**src/rtl/preact_pkg.sv**
```systemverilog
// Shared types for the pre-activation + sigmoid pipeline: operation modes and their width.
package preact_pkg;

   localparam int MODE_W = 2;

   typedef enum logic [MODE_W-1:0] {
      MODE_AUTO    = 2'd0,
      MODE_ADD     = 2'd1,
      MODE_ABSDIFF = 2'd2,
      MODE_SUB     = 2'd3
   } mode_e;

endpackage

```
**src/rtl/sigmoid_pwl.sv**
```systemverilog
// One-lane piecewise-linear sigmoid over an unsigned input: three segments with slopes 1/2, 1/4, 1/8.
module sigmoid_pwl #(
   parameter int DATA_W = 8
) (
   input  logic [DATA_W-1:0] x,
   output logic [DATA_W-1:0] y
);

   localparam logic [DATA_W-1:0] H = {1'b1, {(DATA_W-1){1'b0}}};
   localparam logic [DATA_W-1:0] Q = {2'b01, {(DATA_W-2){1'b0}}};

   // Segment offsets chain so the curve is continuous at x=Q and x=H.
   always_comb begin
      y = '0;
      if (x < Q) begin
         y = H + (x >> 1);
      end else if (x < H) begin
         y = H + (Q >> 1) + ((x - Q) >> 2);
      end else begin
         y = H + (Q >> 1) + (Q >> 2) + ((x - H) >> 3);
      end
   end

endmodule

```
**src/rtl/preact_sigmoid_pipe.sv**
```systemverilog
// Multi-lane pre-activation (add / |diff| / floored sub) followed by a PWL sigmoid, two-stage valid/ready pipe.
// Define PREACT_SAT_EN to clamp sum overflow to all-ones (with out_sat); otherwise sums wrap.
module preact_sigmoid_pipe
   import preact_pkg::*;
#(
   parameter int DATA_W = 8,
   parameter int LANES  = 4,
   parameter int THRESH = 63
) (
   input  logic                     clk,
   input  logic                     reset,
   input  logic                     in_valid,
   output logic                     in_ready,
   input  logic [MODE_W-1:0]        in_mode,
   input  logic [LANES*DATA_W-1:0]  in_a,
   input  logic [LANES*DATA_W-1:0]  in_b,
   output logic                     out_valid,
   input  logic                     out_ready,
   output logic [LANES*DATA_W-1:0]  out_y,
   output logic [LANES-1:0]         out_sat
);

   localparam int BUS_W = LANES * DATA_W;
   localparam logic [DATA_W-1:0] THRESH_V = DATA_W'(THRESH);

   // Returns {overflow_flag, value} for a DATA_W+1 bit sum.
   function automatic logic [DATA_W:0] fit_sum(input logic [DATA_W:0] sum);
`ifdef PREACT_SAT_EN
      if (sum[DATA_W]) fit_sum = {1'b1, {DATA_W{1'b1}}};
      else             fit_sum = sum;
`else
      fit_sum = sum & {1'b0, {DATA_W{1'b1}}};
`endif
   endfunction

   logic [BUS_W-1:0] pre_bus, sig_bus, pre_p1, y_p2;
   logic [LANES-1:0] pre_sat, sat_p1, sat_p2;
   logic             vld_p1, vld_p2, adv_p2;

   for (genvar i = 0; i < LANES; i++) begin : g_lane
      logic [DATA_W-1:0] a, b, absd, lane_pre;
      logic [DATA_W:0]   sum, fit;
      logic              a_ge_b, lane_sat;

      assign a      = in_a[i*DATA_W +: DATA_W];
      assign b      = in_b[i*DATA_W +: DATA_W];
      assign sum    = {1'b0, a} + {1'b0, b};
      assign a_ge_b = (a >= b);
      assign absd   = a_ge_b ? (a - b) : (b - a);
      assign fit    = fit_sum(sum);

      always_comb begin
         lane_pre = '0;
         lane_sat = 1'b0;
         case (mode_e'(in_mode))
            MODE_AUTO: begin
               if (b > THRESH_V) {lane_sat, lane_pre} = fit;
               else              lane_pre = absd;
            end
            MODE_ADD:     {lane_sat, lane_pre} = fit;
            MODE_ABSDIFF: lane_pre = absd;
            MODE_SUB: begin
               if (a_ge_b) lane_pre = absd;
               else        lane_sat = 1'b1;
            end
            default: lane_pre = '0;
         endcase
      end

      assign pre_bus[i*DATA_W +: DATA_W] = lane_pre;
      assign pre_sat[i]                  = lane_sat;

      sigmoid_pwl #(.DATA_W(DATA_W)) u_sig (
         .x (pre_p1[i*DATA_W +: DATA_W]),
         .y (sig_bus[i*DATA_W +: DATA_W])
      );
   end

   assign adv_p2   = !vld_p2 || out_ready;
   assign in_ready = !reset && (!vld_p1 || adv_p2);

   // Stage 1: pre-activation register
   always_ff @(posedge clk or posedge reset) begin
      if (reset) begin
         vld_p1 <= 1'b0;
         pre_p1 <= '0;
         sat_p1 <= '0;
      end else if (in_ready) begin
         vld_p1 <= in_valid;
         if (in_valid) begin
            pre_p1 <= pre_bus;
            sat_p1 <= pre_sat;
         end
      end
   end

   // Stage 2: sigmoid output register
   always_ff @(posedge clk or posedge reset) begin
      if (reset) begin
         vld_p2 <= 1'b0;
         y_p2   <= '0;
         sat_p2 <= '0;
      end else if (adv_p2) begin
         vld_p2 <= vld_p1;
         if (vld_p1) begin
            y_p2   <= sig_bus;
            sat_p2 <= sat_p1;
         end
      end
   end

   assign out_valid = vld_p2;
   assign out_y     = y_p2;
   assign out_sat   = sat_p2;

endmodule
```
**config.mk**
```make
export PLATFORM = sky130hd
export DESIGN_NAME = preact_sigmoid_pipe
export DESIGN_NICKNAME = d
export VERILOG_FILES = /design/src/rtl/preact_pkg.sv /design/src/rtl/sigmoid_pwl.sv /design/src/rtl/preact_sigmoid_pipe.sv
export SDC_FILE = /design/constraint.sdc
export NUM_CORES = 1
export LEC_CHECK = 0
export ABC_AREA = 1
export BUFFER_PORTS_ARGS = -buffer_cell sky130_fd_sc_hd__buf_2
export CAP_MARGIN = 20
export CORE_ASPECT_RATIO = 1.25
export CORE_MARGIN = 2
export CORE_UTILIZATION = 55
export DETAILED_ROUTE_END_ITERATION = 16
export PLACE_DENSITY = 0.78
export SLEW_MARGIN = 20
export SYNTH_ARGS = -nofsm -noshare
export SYNTH_HDL_FRONTEND = slang
export SYNTH_SLANG_ARGS = --single-unit
```
**constraint.sdc**
```tcl
create_clock -name clk -period 5.2 [get_ports clk]
set_input_delay 0.78 -clock clk [delete_from_list [all_inputs] [get_ports clk]]
set_output_delay 0.78 -clock clk [all_outputs]
set_load 0.01 [all_outputs]
```
Word-level counts from Yosys, hierarchy flattened

Index checks and enable logic that the tools add are counted.

Register bits after elaboration: 74
Input port bits: 70
Output and inout bits: 38
Word-level logic and storage cells: 98

Add/subtract/negate cells: 32
$lt $le $gt $ge: 16
Eq/ne operators: 3
Mux-type cells: 32
Reduce and logical (&&, ||, !) cells: 9

Operators with widths:

| operator                                           | count |
|---|---|
| 2-to-1 mux 8 bit                                   | 20 |
| case mux 8 bit (4 select lines)                    | 4 |
| subtractor 8 bit                                   | 8 |
| adder 8 x 5 -> 8 bit, first input constant         | 4 |
| adder 8 x 6 -> 8 bit, first input constant         | 4 |
| adder 8 x 7 -> 8 bit, first input constant         | 4 |
| adder 8 bit                                        | 4 |
| >= comparator 8 bit                                | 4 |
| > comparator 8 x 6 -> 1 bit, second input constant | 4 |
| < comparator 8 x 7 -> 1 bit, second input constant | 4 |
| < comparator 8 bit, second input constant          | 4 |
| subtractor 8 x 7 -> 8 bit, second input constant   | 4 |
| subtractor 8 bit, second input constant            | 4 |
| 2-to-1 mux 1 bit                                   | 8 |
| == test 2 bit, second input constant               | 2 |
| AND reduction 2 bit                                | 2 |
| zero test 1 bit                                    | 3 |
| == test 2 x 1 -> 1 bit, second input constant      | 1 |
| zero test 2 bit                                    | 1 |
| logical OR 1 bit                                   | 2 |
| logical AND 1 bit                                  | 1 |

Depth between registers and ports, before layout

Gate-level depths: netlist (run 1).

Word-level depth: 5
Depth in mapped cells: 17
Depth with buffers taken out: 17

By module

Synthesis (run 1) repeated with hierarchy kept, for this count alone.

Cells, all modules: 1219
Area, all modules: 8310.5 um^2

Modules (own cells, without submodules):

| module              | times used | cells an instance | area each (um^2) | seq. area each (um^2) |
|---|---|---|---|---|
| preact_sigmoid_pipe | 1          | 1123              | 7855.0           | 1851.8 |
| sigmoid_pwl         | 4          | 24                | 113.9            | 0.0 |

Least setup slack after synthesis (run 1)

No wires, ideal clock.

Path type: input to output
From: in reset
To: out in_ready
Arrival time: 2524 ps
Required time: 4420 ps
Path slack: 1896 ps
Stages on the path: 3
Path buffers: 0
Cell sequence: inv_1 -> o21ai_1 -> inv_1

Word-level cells in the longest chain between the ends: 2

RTL lines:

| element                          | line                      | source |
|---|---|---|
| start, declared                  | preact_sigmoid_pipe.sv:11 | `input logic reset,` |
| zero test 1 bit (no source line) | n/a                       |  |
| logical AND 1 bit                | preact_sigmoid_pipe.sv:80 | `assign in_ready = !reset && (!vld_p1 \|\| adv_p2);` |
| end, declared                    | preact_sigmoid_pipe.sv:13 | `output logic in_ready,` |

No other way between the ends.

Final worst setup path (run 1)

From: in in_a[16]
To: reg pre_p1[18]

Word-level cells in the longest chain between the ends: 4

RTL lines:

| element                                                 | line                                                 | source |
|---|---|---|
| start, declared                                         | preact_sigmoid_pipe.sv:15                            | `input logic [LANES*DATA_W-1:0] in_a,` |
| subtractor 8 bit or >= comparator 8 bit (tied branches) | preact_sigmoid_pipe.sv:49, preact_sigmoid_pipe.sv:48 |  |
| 2-to-1 mux 8 bit                                        | preact_sigmoid_pipe.sv:49                            | `assign absd = a_ge_b ? (a - b) : (b - a);` |
| 2-to-1 mux 8 bit, on equally long branches              | preact_sigmoid_pipe.sv:63, preact_sigmoid_pipe.sv:57 |  |
| case mux 8 bit (4 select lines) (*)                     | preact_sigmoid_pipe.sv:55                            | `case (mode_e'(in_mode))` |
| end signal, assigned                                    | preact_sigmoid_pipe.sv:91                            | `pre_p1 <= pre_bus;` |
| end, declared                                           | preact_sigmoid_pipe.sv:36                            | `logic [BUS_W-1:0] pre_bus, sig_bus, pre_p1, y_p2;` |

Every way passes the cells marked *; elsewhere a longest branch is shown, timed or not.
A chain may end at the register's enable or synchronous reset.

==> results of run 1 <==
[metrics by stage]
step / setup WS, ns / utilization (%) / total power, mW / hold WS (ns) / instance area (um2)
CTS: 2.71 / 62.8 / 2.43 / 0.488 / 8670
detailed placement: 2.38 / 60.7 / 1.82 / 0.473 / 8380
finish: 2.70 / 62.8 / 2.43 / 0.484 / 8670
floorplan: 1.90 / - / 1.50 / 0.442 / 7810
global route: 2.42 / 62.8 / 2.62 / 0.515 / 8670
global placement: 2.42 / 60.7 / 1.80 / 0.464 / 8380
[cell usage after synthesis (7+ instances only)]
| cell | instances | area share (%) |
|---|---|---|
| o21ai_1 | 11 | 0.71 |
| nand3_1 | 83 | 5.3 |
| o21ai_0 | 46 | 2.9 |
| dfrtp_1 | 67 | 21 |
| ha_1 | 88 | 14 |
| inv_2 | 7 | 0.34 |
| a21oi_1 | 72 | 4.6 |
| nand2_1 | 340 | 16 |
| nand4_1 | 13 | 1.0 |
| a221oi_1 | 7 | 0.79 |
| xor2_1 | 31 | 3.5 |
| a31oi_1 | 16 | 1.3 |
| inv_1 | 187 | 9.0 |
| buf_4 | 9 | 0.87 |
| buf_2 | 13 | 0.83 |
| nor2_1 | 111 | 5.3 |
| o21bai_1 | 12 | 1.2 |
| fa_1 | 12 | 3.1 |
[placed cells by master (no fill, tap or decap), types with 4 or more instances in the layout]
cell type  synthesis  routed
buf_2             13     107
nand4_1           13      13
clkbuf_16          0       9
ha_1              88      88
nor2_1           111     110
o211ai_1           4       4
nand2_1          340     340
o21ai_0           46      46
o21bai_1          12      12
a21oi_1           72      72
fa_1              12      12
nand3_1           83      83
o21ai_1           11      11
dfrtp_1           67      67
a221oi_1           7       7
nand2_2            6       6
nor2_2             5       6
o22ai_1            4       4
xor2_1            31      31
inv_1            187     186
o21ai_2            6       6
or2_2              6       6
a31oi_1           16      16
inv_2              7       8
a21o_1             5       5
[registers in the layout, summed over array words and instances, names as in the netlist]
register	cells
out_y	29
out_valid	1
vld_p1	1
out_sat	4
pre_p1	28
sat_p1	4
[power groups by stage]
stage	logic (mW)	clock network [mW]	registers (mW)
after floorplan	0.686	0	0.816
after global placement	1.01	0	0.797
after detailed placement	1.02	0	0.800
after CTS	1.04	0.599	0.794
after global routing	1.18	0.627	0.815
final	1.04	0.595	0.797
[how the worst max path moves through the flow]
stage               depth (start not counted)  slack, ns         end
finish                                     16       2.70  pre_p1[18]
CTS                                        16       2.71  pre_p1[18]
global route                               16       2.42  pre_p1[18]
global placement                           15       2.42   pre_p1[1]
detailed placement                         16       2.38  pre_p1[18]
floorplan                                   3       1.90    in_ready
[final cells by class]
class / instances / area (um2)
multi-input cells: 903 / 5190
inverters: 196 / 736
flip-flops and latches: 67 / 1680
well taps: 175 / 219
clock buffers: 10 / 239
clock inverters: 5 / 53.8
fillers: 1304 / 5140
repair buffers: 110 / 558
[metal layers]
metal	part of all wire, %	vias to the layer above	global-route usage, %
met4	2.1	0	8.13
met1	44	3506	32.8
met2	48	253	45.2
li1	-	3982	-
met5	0	-	0
met3	5.4	41	2.64
[worst register-to-register path, delay by kind of cell (launching register included)]
kind / cells / cell delay [ns]
flip-flops: 1 / 0.35
buffers and inverters: 5 / 0.69
AND/OR/NAND/NOR: 3 / 0.38
AO/OA/AOI/OAI: 2 / 0.24
[kinds of logic (layout without fill, tap and decap cells)]
family                     count (synthesis)  after routing
DFF                                       67             67
AOI/OAI and AO/OA                        194            194
adders and majority gates                100            100
buffers and inverters                    228            321
xor gates and xnor gates                  34             34
and+or+nand+nor                          575            575
==> results by group, run 1 <==
Placed design
  – Placed Cells: 1451
  – Port Buffers: 107
  – GPL Wtd Cong: 0.937
  – Post-DP HPWL: 15.0 mm

Global routing
  – First-pass GRT wire length: 32.5 mm
  – Vias in the first global route: 7327
  – Largest net degree at the start of global routing: 68
  – Initial antenna violation count: 0
  – Total grt overflow: 0
  – GRT Resource Usage Total: 25.4%

Clock tree
  – Post-CTS Setup Bufs: 0
  – Register clock-pin slew on the reported worst setup and hold paths: 0.05 ns
  – Clk_lat worst skew: 0.33 ns
  – Max H-tree Level: 3
  – TritonCTS Sinks: 67
  – PostCTS Resize Cnt: 0
  – Clk root buf: clkbuf_16
  – CTS tree: yes
  – Hold Buf Count CTS: 0
  – CTS max path bufs: 2
  – CTS buffer count: 9

Min path
  – Hold EP: out_sat[2]
  – Hold/Removal Path Class: reg2reg
  – Worst hold path startpoint: out_sat[2]
  – Hold path depth: 2

Worst setup path
  – FF-to-FF End: sat_p1[2]
  – Most used cell, CP: nand2_1
  – Reg2reg start: out_valid
  – Worst path max stage delay: 0.40 ns
  – Worst reg2reg setup slack: 3.39 ns
  – Crit end category: flip-flop
  – Critical Path Source: in_a[16]
  – Cell count of the worst reg-to-reg path: 10
  – CP Buf/Inv Count: 4
  – CP max FO: 16
  – CP max-delay cell: fa_1
  – Critical Path Start Type: input port
  – Arrival time worst endpoint: 2.76 ns
  – Largest delay share family, worst path: simple AND/OR/NAND/NOR gates
  – Setup CP Type: in2reg
  – CP cell instances: buf_2, inv_1, ha_1, inv_1, fa_1, nand3_1, nand2_2, o21ai_4, nand2_4, inv_1, nand2_1, nand2_1, nand2_1, nand3_1, nand2_1, nand2_1
  – WP data required: 5.47 ns

Cells and area
  – Layout area overhead: 11.1%
  – Final Net Count: 1457
  – Antenna cell count: 0
  – Layout cells sized above 1: 12.9%
  – Final Non-Filler Cells: 1466

Synth
  – Mux contribution to synthesized area: 0%
  – Register bit total from synthesis: 67
  – Post-synthesis cell count: 1198
  – Adder-Cell Fraction of Synth Area: 17.2%
  – Post-synthesis compound-gate area fraction: 14.8%
  – EDFF count, synth: 0
  – Netlist cell types: 44
  – Avg Cell Area, Syn: 6.52 um2
  – Main combinational cell family by area after synthesis: simple AND/OR/NAND/NOR gates
  – Main synth FF type: dfrtp_1
  – Synth warn: 0
  – Synth Area in XOR/XNOR: 3.81%
  – Synth Area in Simple Gates: 30.7%
  – Syn Nets: 1368
  – Sequential share of the synthesized area: 21.5%
  – Asr flop ratio synth: 100%
  – Synthesized area: 7810 um2

Die
  – # rows: 48
  – Area of the die: 15200 um2
  – Die H: 137 um
  – Initial Utilization: 56.5%
  – I/O pins: 108
  – Chip width: 111 um
  – Core area: 13800 um2

Routing
  – # DRC: 0
  – Routed via count: 7782
  – DRT iter0 DRCs: 442
  – Final wirelength: 19.0 mm
  – Drt first pass iters: 5
  – Post-route ant nets: 0
  – Via/cell ratio: 5.31
  – Wire per inst: 13.0 um

Power and ir drop
  – Psw: 990 uW
  – P_int: 1.44 mW
  – Switching part of the total: 40.8%
  – Clock power share: 24.5%
  – Leakage: 4.95 nW
  – Maximum VDD drop: 0.221 mV
  – Sequential share of power: 32.8%
  – P per Cell Area: 280 nW/um2
  – Combinational fraction of design power: 42.7%

STA
  – Final period util: 48.0%
  – Fmax achieved: 401 MHz
  – Slew headroom: 46.1%
  – Worst Max-Slew Pin Slew: 0.809 ns
  – Final Slew Violations: 0
  – Setup TNS: 0 ns
  – Unrepaired setup endpoints after global routing: no
  – Setup Viol. Count Final: 0
  – Skew final: 0.00418 ns
  – Final Critical Period: 2.50 ns
  – Final hold vios: 0

Status
  – Status: finished, final reports clean

Run
  – Max Cap Violations: 0
(Power assumes the default switching activity.)
==> run 2, diff against run 1 <==
--- a/config.mk
+++ b/config.mk
@@ -5,7 +5,7 @@
 export SDC_FILE = /design/constraint.sdc
 export NUM_CORES = 1
 export LEC_CHECK = 0
-export ABC_AREA = 1
+export ABC_AREA = 0
 export BUFFER_PORTS_ARGS = -buffer_cell sky130_fd_sc_hd__buf_2
 export CAP_MARGIN = 20
 export CORE_ASPECT_RATIO = 1.25
==> constraint.sdc (replaced) <==
create_clock -name clk -period 2.3 [get_ports clk]
set_input_delay 0.345 -clock clk [delete_from_list [all_inputs] [get_ports clk]]
set_output_delay 0.345 -clock clk [all_outputs]
set_load 0.01 [all_outputs]
==> run 2 against run 1 <==
Effect of this change: the run now ends with setup timing left; utilization up 17 points; sequential cell count is the same; non-clock buffer count rose by 203; cell count fell by 8.0%; synthesized cell count down 25%; register-to-register slack lost 2.9 ns.
==> results by group, run 2 <==
Power and ir drop
  – Maximum VDD drop: 0.587 mV (+170%)
  – Leakage: 5.14 nW (+3.9%)
  – Total power draw: 6.53 mW (+170%)
  – P per Cell Area: 640 nW/um2 (+130%)

Cells and area
  – Filler cells: 850 (-35%)
  – Commonest non-fill, non-tap cells in the layout: buf_4 (200), buf_2 (102), inv_1 (86), ha_1 (79), a21oi_1 (75)
  – Most common cell after layout, fill and taps aside: buf_4
  – Final Net Count: 1346 (-7.6%)
  – Layout cells sized above 1: 36.4% (+23 points)
  – Antenna cell count: 0 (unchanged)
  – Final Non-Filler Cells: 1349 (-8.0%)
  – Max reg flops: 29 (unchanged)
  – Layout area overhead: 41.5%
  – Design Area, Final: 10200 um2 (+18%)

Placed design
  – Placed Cells: 1314 (-9.4%)
  – Post-DP Area: 9410 um2 (+12%)
  – Post-DP HPWL: 15.9 mm (+6.0%)
  – Port Buffers: 107 (unchanged)
  – GPL Wtd Cong: 0.911 (-2.8%)
  – Pre-CTS setup slack: -0.415 ns (-2.79 ns)

Routing
  – Final wirelength: 21.7 mm (+14%)
  – Drt first pass iters: 5 (unchanged)
  – Via/cell ratio: 5.77 (+8.7%)
  – # DRC: 0 (unchanged)
  – DRT iter0 DRCs: 472 (+6.8%)
  – Wire per inst: 16.1 um (+24%)
  – Post-route ant nets: 0 (unchanged)
  – Routed via count: 7786 (+0.051%)

STA
  – Final WS setup: -0.110 ns (-2.81 ns)
  – Worst Max-Slew Pin Slew: 0.833 ns (+0.0240 ns)
  – Min Hold Slack: 0.335 ns (-0.150 ns)
  – Final period util: 105%
  – Final Critical Period: 2.41 ns
  – Final Slew Violations: 0 (unchanged)
  – Slew headroom: 44.5% (-1.6 points)
  – Final hold vios: 0 (unchanged)
  – Skew final: 0.00675 ns (+0.00257 ns)
  – Setup Viol. Count Final: 7 (+7)
  – Fmax achieved: 415 MHz
  – Unrepaired setup endpoints after global routing: yes

Die
  – Core area: 12800 um2 (-7.5%)
  – Initial Utilization: 56.5% (about the same)
  – Chip width: 106 um (-3.7%)
  – Die H: 132 um (-3.8%)
  – # rows: 46 (-4.2%)
  – I/O pins: 108 (unchanged)
  – Area of the die: 14100 um2 (-7.3%)

Global routing
  – GRT Resource Usage Total: 29.8% (+4.3 points)
  – Largest net degree at the start of global routing: 68 (unchanged)
  – Total grt overflow: 0 (unchanged)
  – Vias in the first global route: 7737 (+5.6%)
  – First-pass GRT wire length: 34.7 mm (+6.7%)
  – Initial antenna violation count: 0 (unchanged)

Worst setup path
  – CP max FO: 8 (-8)
  – Critical Path Start Type: input port
  – Setup CP Type: in2reg
  – Crit end category: flip-flop
  – Cell count of the worst reg-to-reg path: 8 (-2)
  – WP data required: 2.51 ns (-2.96 ns)
  – Arrival time worst endpoint: 2.62 ns (-0.14 ns)

Clock tree
  – Clk root buf: clkbuf_16
  – Hold Buf Count CTS: 0 (unchanged)
  – Clk_lat worst skew: 0.33 ns (about the same)
  – Register clock-pin slew on the reported worst setup and hold paths: 0.06 ns (about the same)
  – Max H-tree Level: 3 (unchanged)
  – CTS buffer count: 9 (unchanged)
  – CTS tree: yes
  – CTS max path bufs: 2 (unchanged)
  – TritonCTS Sinks: 67 (unchanged)

Synth
  – Yosys top cell by area: dfrtp_1
  – Synthesized area: 7210 um2 (-7.6%)
  – Netlist cell types: 68 (+55%)
  – Post-synthesis cell count: 904 (-25%)
  – Sequential share of the synthesized area: 23.2% (+1.8 points)
  – EDFF count, synth: 0 (unchanged)
  – Commonest cells post-synth: inv_1 (97), ha_1 (88), a21oi_1 (81)
  – Synth top area share: 23.2% (+1.8 points)
  – Syn Nets: 1074 (-21%)
  – Register bit total from synthesis: 67 (unchanged)
  – Synth warn: 0 (unchanged)
  – Area contributors post-synth: dfrtp_1 (23%), ha_1 (15%), a21oi_1 (5.6%), inv_1 (5.0%), o21ai_0 (4.9%)
  – Main synth FF type: dfrtp_1
  – Asr flop ratio synth: 100% (unchanged)
  – Most frequent cell after synthesis: inv_1
  – Avg Cell Area, Syn: 7.98 um2 (+22%)

Status
  – Status: finished, violations left
  – Failing checks: setup timing

Min path
  – Hold/Removal Path Class: in2async

Run
  – Max Cap Violations: 0 (unchanged)
run 2: timing repair:
| item | CTS | global route |
|---|---|---|
| gates resized for setup | 18 | 51 |
| pin swaps | 14 | 25 |
| buffers inserted | 5 | 14 |
| setup endpoints to repair | 18 | 23 |
run 2: cell families (layout without fill, tap and decap cells):
| family | count (synthesis) | after routing | share of synthesized area (%) |
|---|---|---|---|
| AOI/OAI and AO/OA | 275 | 275 | 24.5 |
| xor gates and xnor gates | 40 | 40 | 4.86 |
| adders and majority gates | 100 | 100 | 18.6 |
| buffers and inverters | 149 | 426 | 8.57 |
| DFF | 67 | 67 | 23.2 |
| muxes | 37 | 37 | 5.32 |
| and+or+nand+nor | 236 | 236 | 14.9 |
run 2: path summary, 6_finish.rpt:
kind / startpoint / endpoint / slack, ns
max in group asynchronous: reset / out_y[18] / 1.42
min in group clk: out_ready / out_valid / 0.38
max: in_a[0] / pre_p1[7] / -0.11
min reg2reg: out_y[11] / out_y[11] / 0.47
min: reset / out_y[12] / 0.33
max reg2reg: out_valid / pre_p1[10] / 0.46
run 2: per-stage QoR:
step           utilization, %  setup TNS [ns]
2_1_floorplan               -           -3.40
5_1_grt                  79.9           -1.33
3_5_place_dp             73.6           -9.43
6_report                 79.9          -0.344
3_3_place_gp             73.6           -8.01
4_1_cts                  77.4          -0.104
run 2: metal layers:
metal | track usage (%) | share of wire (%)
met4 | 12.2 | 3.9
met5 | 0 | 0
met2 | 54.5 | 52
met1 | 34.7 | 38
met3 | 3.81 | 6.2
run 2: area by class of cell:
cell class              count  area (um2)  area share, %
multi-input cells         688        5350           52.4
repair buffers            313        2180           21.4
flip-flops and latches     67        1680           16.4
inverters                  97         418           4.09
clock buffers               9         225           2.21
well taps                 168         210           2.06
clock inverters             7         146           1.43
run 2: worst max-delay path, stage by stage:
cell and delay, ns:
buf_12 0.11, inv_12 0.04, ha_4 0.11, inv_2 0.04
fa_2 0.39, nand3_2 0.09, nand3_2 0.06, a41o_1 0.22
a21o_4 0.25, or3_4 0.34, a32oi_2 0.22, xor2_1 0.29
o21ai_2 0.11
run 2: report_power, final:
part	internal [mW]	leakage, nW	total, mW	switching [mW]
sequential	1.54	0.831	1.87	0.330
combinational	1.40	4.13	2.95	1.54
clock	1.18	0.181	1.72	0.541
==> run 3, diff against run 2 <==
--- a/config.mk
+++ b/config.mk
@@ -6,13 +6,15 @@
 export NUM_CORES = 1
 export LEC_CHECK = 0
 export ABC_AREA = 0
+export ABC_CLOCK_PERIOD_IN_PS = 2300
 export BUFFER_PORTS_ARGS = -buffer_cell sky130_fd_sc_hd__buf_2
 export CAP_MARGIN = 20
 export CORE_ASPECT_RATIO = 1.25
 export CORE_MARGIN = 2
-export CORE_UTILIZATION = 55
+export CORE_UTILIZATION = 35
 export DETAILED_ROUTE_END_ITERATION = 16
-export PLACE_DENSITY = 0.78
+export PLACE_DENSITY = 0.54
+export SKIP_LAST_GASP = 1
 export SLEW_MARGIN = 20
 export SYNTH_ARGS = -nofsm -noshare
 export SYNTH_HDL_FRONTEND = slang
==> run 3 against run 2 <==
Effect of this change: the flow still finishes with violations (setup timing); cell count up 7.3%; die area up 55%; sequential power about the same; worst setup slack better by 0.037 ns; power down 7.8%; non-clock buffer count down 4; clock power down 22%; count of clock-buffer cells in the layout up 5; global-route usage down 11 points; maximum frequency up 1.5%; register-to-register slack better by 0.03 ns; critical path type unchanged.
==> results by group, run 3 (synthesized netlist as in run 2, its figures left out) <==
Die
  – Core area: 20200 um2 (+58%)
  – Chip width: 132 um (+24%)
  – Area of the die: 21800 um2 (+55%)
  – Initial Utilization: 35.8% (-21 points)
  – # rows: 58 (+26%)
  – Die H: 165 um (+25%)
  – I/O pins: 108 (unchanged)

Clock tree
  – CTS max path bufs: 2 (unchanged)
  – CTS buffer count: 9 (unchanged)
  – TritonCTS Sinks: 67 (unchanged)
  – CTS tree: yes
  – Hold Buf Count CTS: 0 (unchanged)
  – Clk root buf: clkbuf_16
  – Max H-tree Level: 3 (unchanged)
  – Clk_lat worst skew: 0.32 ns (about the same)
  – Register clock-pin slew on the reported worst setup and hold paths: 0.05 ns (about the same)

Run
  – Max Cap Violations: 0 (unchanged)

Worst setup path
  – Setup CP Type: in2reg
  – Critical Path Source: in_a[16]
  – Cell count of the worst reg-to-reg path: 6 (-2)
  – Critical Path Start Type: input port
  – Worst reg2reg setup slack: 0.49 ns (+0.03 ns)
  – WP data required: 2.52 ns (about the same)
  – FF-to-FF End: pre_p1[20]
  – Arrival time worst endpoint: 2.60 ns (-0.02 ns)
  – Crit end category: flip-flop
  – Reg2reg start: out_valid
  – CP max FO: 6 (-2)

Cells and area
  – Layout cells sized above 1: 35.1% (-1.3 points)
  – Max reg flops: 29 (unchanged)
  – Antenna cell count: 0 (unchanged)
  – Design Area, Final: 10200 um2 (-0.45%)
  – Layout area overhead: 40.9%
  – Most common cell after layout, fill and taps aside: buf_4
  – Final Net Count: 1342 (-0.30%)
  – Commonest non-fill, non-tap cells in the layout: buf_4 (199), buf_2 (101), inv_1 (86), ha_1 (81), a21oi_1 (74)

Global routing
  – Total grt overflow: 0 (unchanged)
  – Met3 Use GR: 2.21% (-1.6 points)
  – Initial antenna violation count: 0 (unchanged)
  – Vias in the first global route: 6975 (-9.8%)
  – Largest net degree at the start of global routing: 68 (unchanged)
  – First-pass GRT wire length: 33.5 mm (-3.3%)
  – Met2 Use GR: 32.6% (-22 points)
  – Met1 usage: 24.3% (-10 points)
  – Top Usage Layer GRT: met2
  – GRT Resource Usage Total: 18.5% (-11 points)

Placed design
  – Pre-CTS setup slack: -0.516 ns (-0.101 ns)
  – Post-DP Area: 9570 um2 (+1.7%)
  – Post-DP HPWL: 16.2 mm (+2.2%)
  – Port Buffers: 107 (unchanged)
  – GPL Wtd Cong: 0.844 (-7.3%)

STA
  – Final period util: 103% (-1.6 points)
  – Final hold vios: 0 (unchanged)
  – Final WS setup: -0.0729 ns (+0.0367 ns)
  – Skew final: 0.00741 ns (+0.000658 ns)
  – Worst Max-Slew Pin Slew: 0.854 ns (+0.0210 ns)
  – Final Critical Period: 2.37 ns (-0.0367 ns)
  – Fmax achieved: 421 MHz (+1.5%)
  – Final Slew Violations: 0 (unchanged)
  – Slew headroom: 43.1% (-1.4 points)
  – Setup Viol. Count Final: 7 (unchanged)
  – Unrepaired setup endpoints after global routing: yes

Routing
  – Post-route ant nets: 0 (unchanged)
  – Final wirelength: 20.1 mm (-7.5%)
  – Wire per inst: 13.9 um (-14%)
  – # DRC: 0 (unchanged)
  – Routed via count: 7051 (-9.4%)
  – DRT iter0 DRCs: 303 (-36%)
  – Drt first pass iters: 5 (unchanged)
  – Via/cell ratio: 4.87 (-16%)

Power and ir drop
  – P per Cell Area: 593 nW/um2 (-7.4%)
  – Leakage: 5.07 nW (-1.5%)
  – Maximum VDD drop: 0.322 mV (-45%)

Status
  – Failing checks: setup timing
  – Status: finished, violations left

Min path
  – Hold/Removal Path Class: in2reg
  – Worst hold path startpoint: in_valid
  – Hold path depth: 3
  – Hold EP: vld_p1
==> run 3: power by group <==
part           switching [mW]  internal (mW)  leakage (nW)
logic                    1.45           1.38          4.10
registers               0.315           1.54         0.831
clock network           0.473          0.868         0.141
==> run 3: cell type report <==
type                    instances  area [um2]
well taps                     270         338
clock buffers                  14         254
multi-input cells             688        5300
inverters                      97         418
clock inverters                 2        35.0
flip-flops and latches         67        1680
repair buffers                309        2140
fillers                      2022       10000
==> run 3: how the worst max path moves through the flow <==
| stage | endpoint | slack, ns |
|---|---|---|
| global placement | pre_p1[1] | -0.51 |
| CTS | pre_p1[20] | -0.05 |
| global route | pre_p1[19] | -0.17 |
| finish | pre_p1[19] | -0.07 |
| detailed placement | pre_p1[1] | -0.52 |
| floorplan | pre_p1[14] | -0.22 |
==> run 3: timing repair <==
action / in CTS / in global routing
pin swaps: 12 / 21
resized for setup: 13 / 44
endpoints found under the setup margin: 19 / 26
buffers inserted: 4 / 5
==> run 3: metal layers <==
metal	part of all wire, %	routed length, um	vias up
li1	-	-	3666
met1	47	9520	3242
met2	48	9710	119
met3	2.9	586	24
met4	1.3	261	0
met5	0	0	-
==> run 3: critical path, stage by stage <==
cell	delay [ns]
buf_12	0.11
inv_12	0.04
ha_4	0.12
inv_2	0.03
fa_2	0.34
a21o_1	0.17
a21oi_2	0.20
a31oi_4	0.13
o22ai_4	0.25
buf_6	0.15
mux2_4	0.29
o21ai_2	0.14
xnor2_1	0.09
o31ai_1	0.20
==> run 3: through the flow <==
step                      power, mW  instances  util, %  hold WS, ns  setup TNS (ns)
after floorplan                3.49        904        -        0.442           -3.40
after global placement         4.57       1422     47.4        0.456           -9.76
after detailed placement       4.60       1422     47.4        0.466          -10.53
after CTS                      6.00       1442     49.3        0.327          -0.142
after global routing           6.52       1447     50.4        0.380           -1.52
final                          6.02       1447     50.4        0.329          -0.318
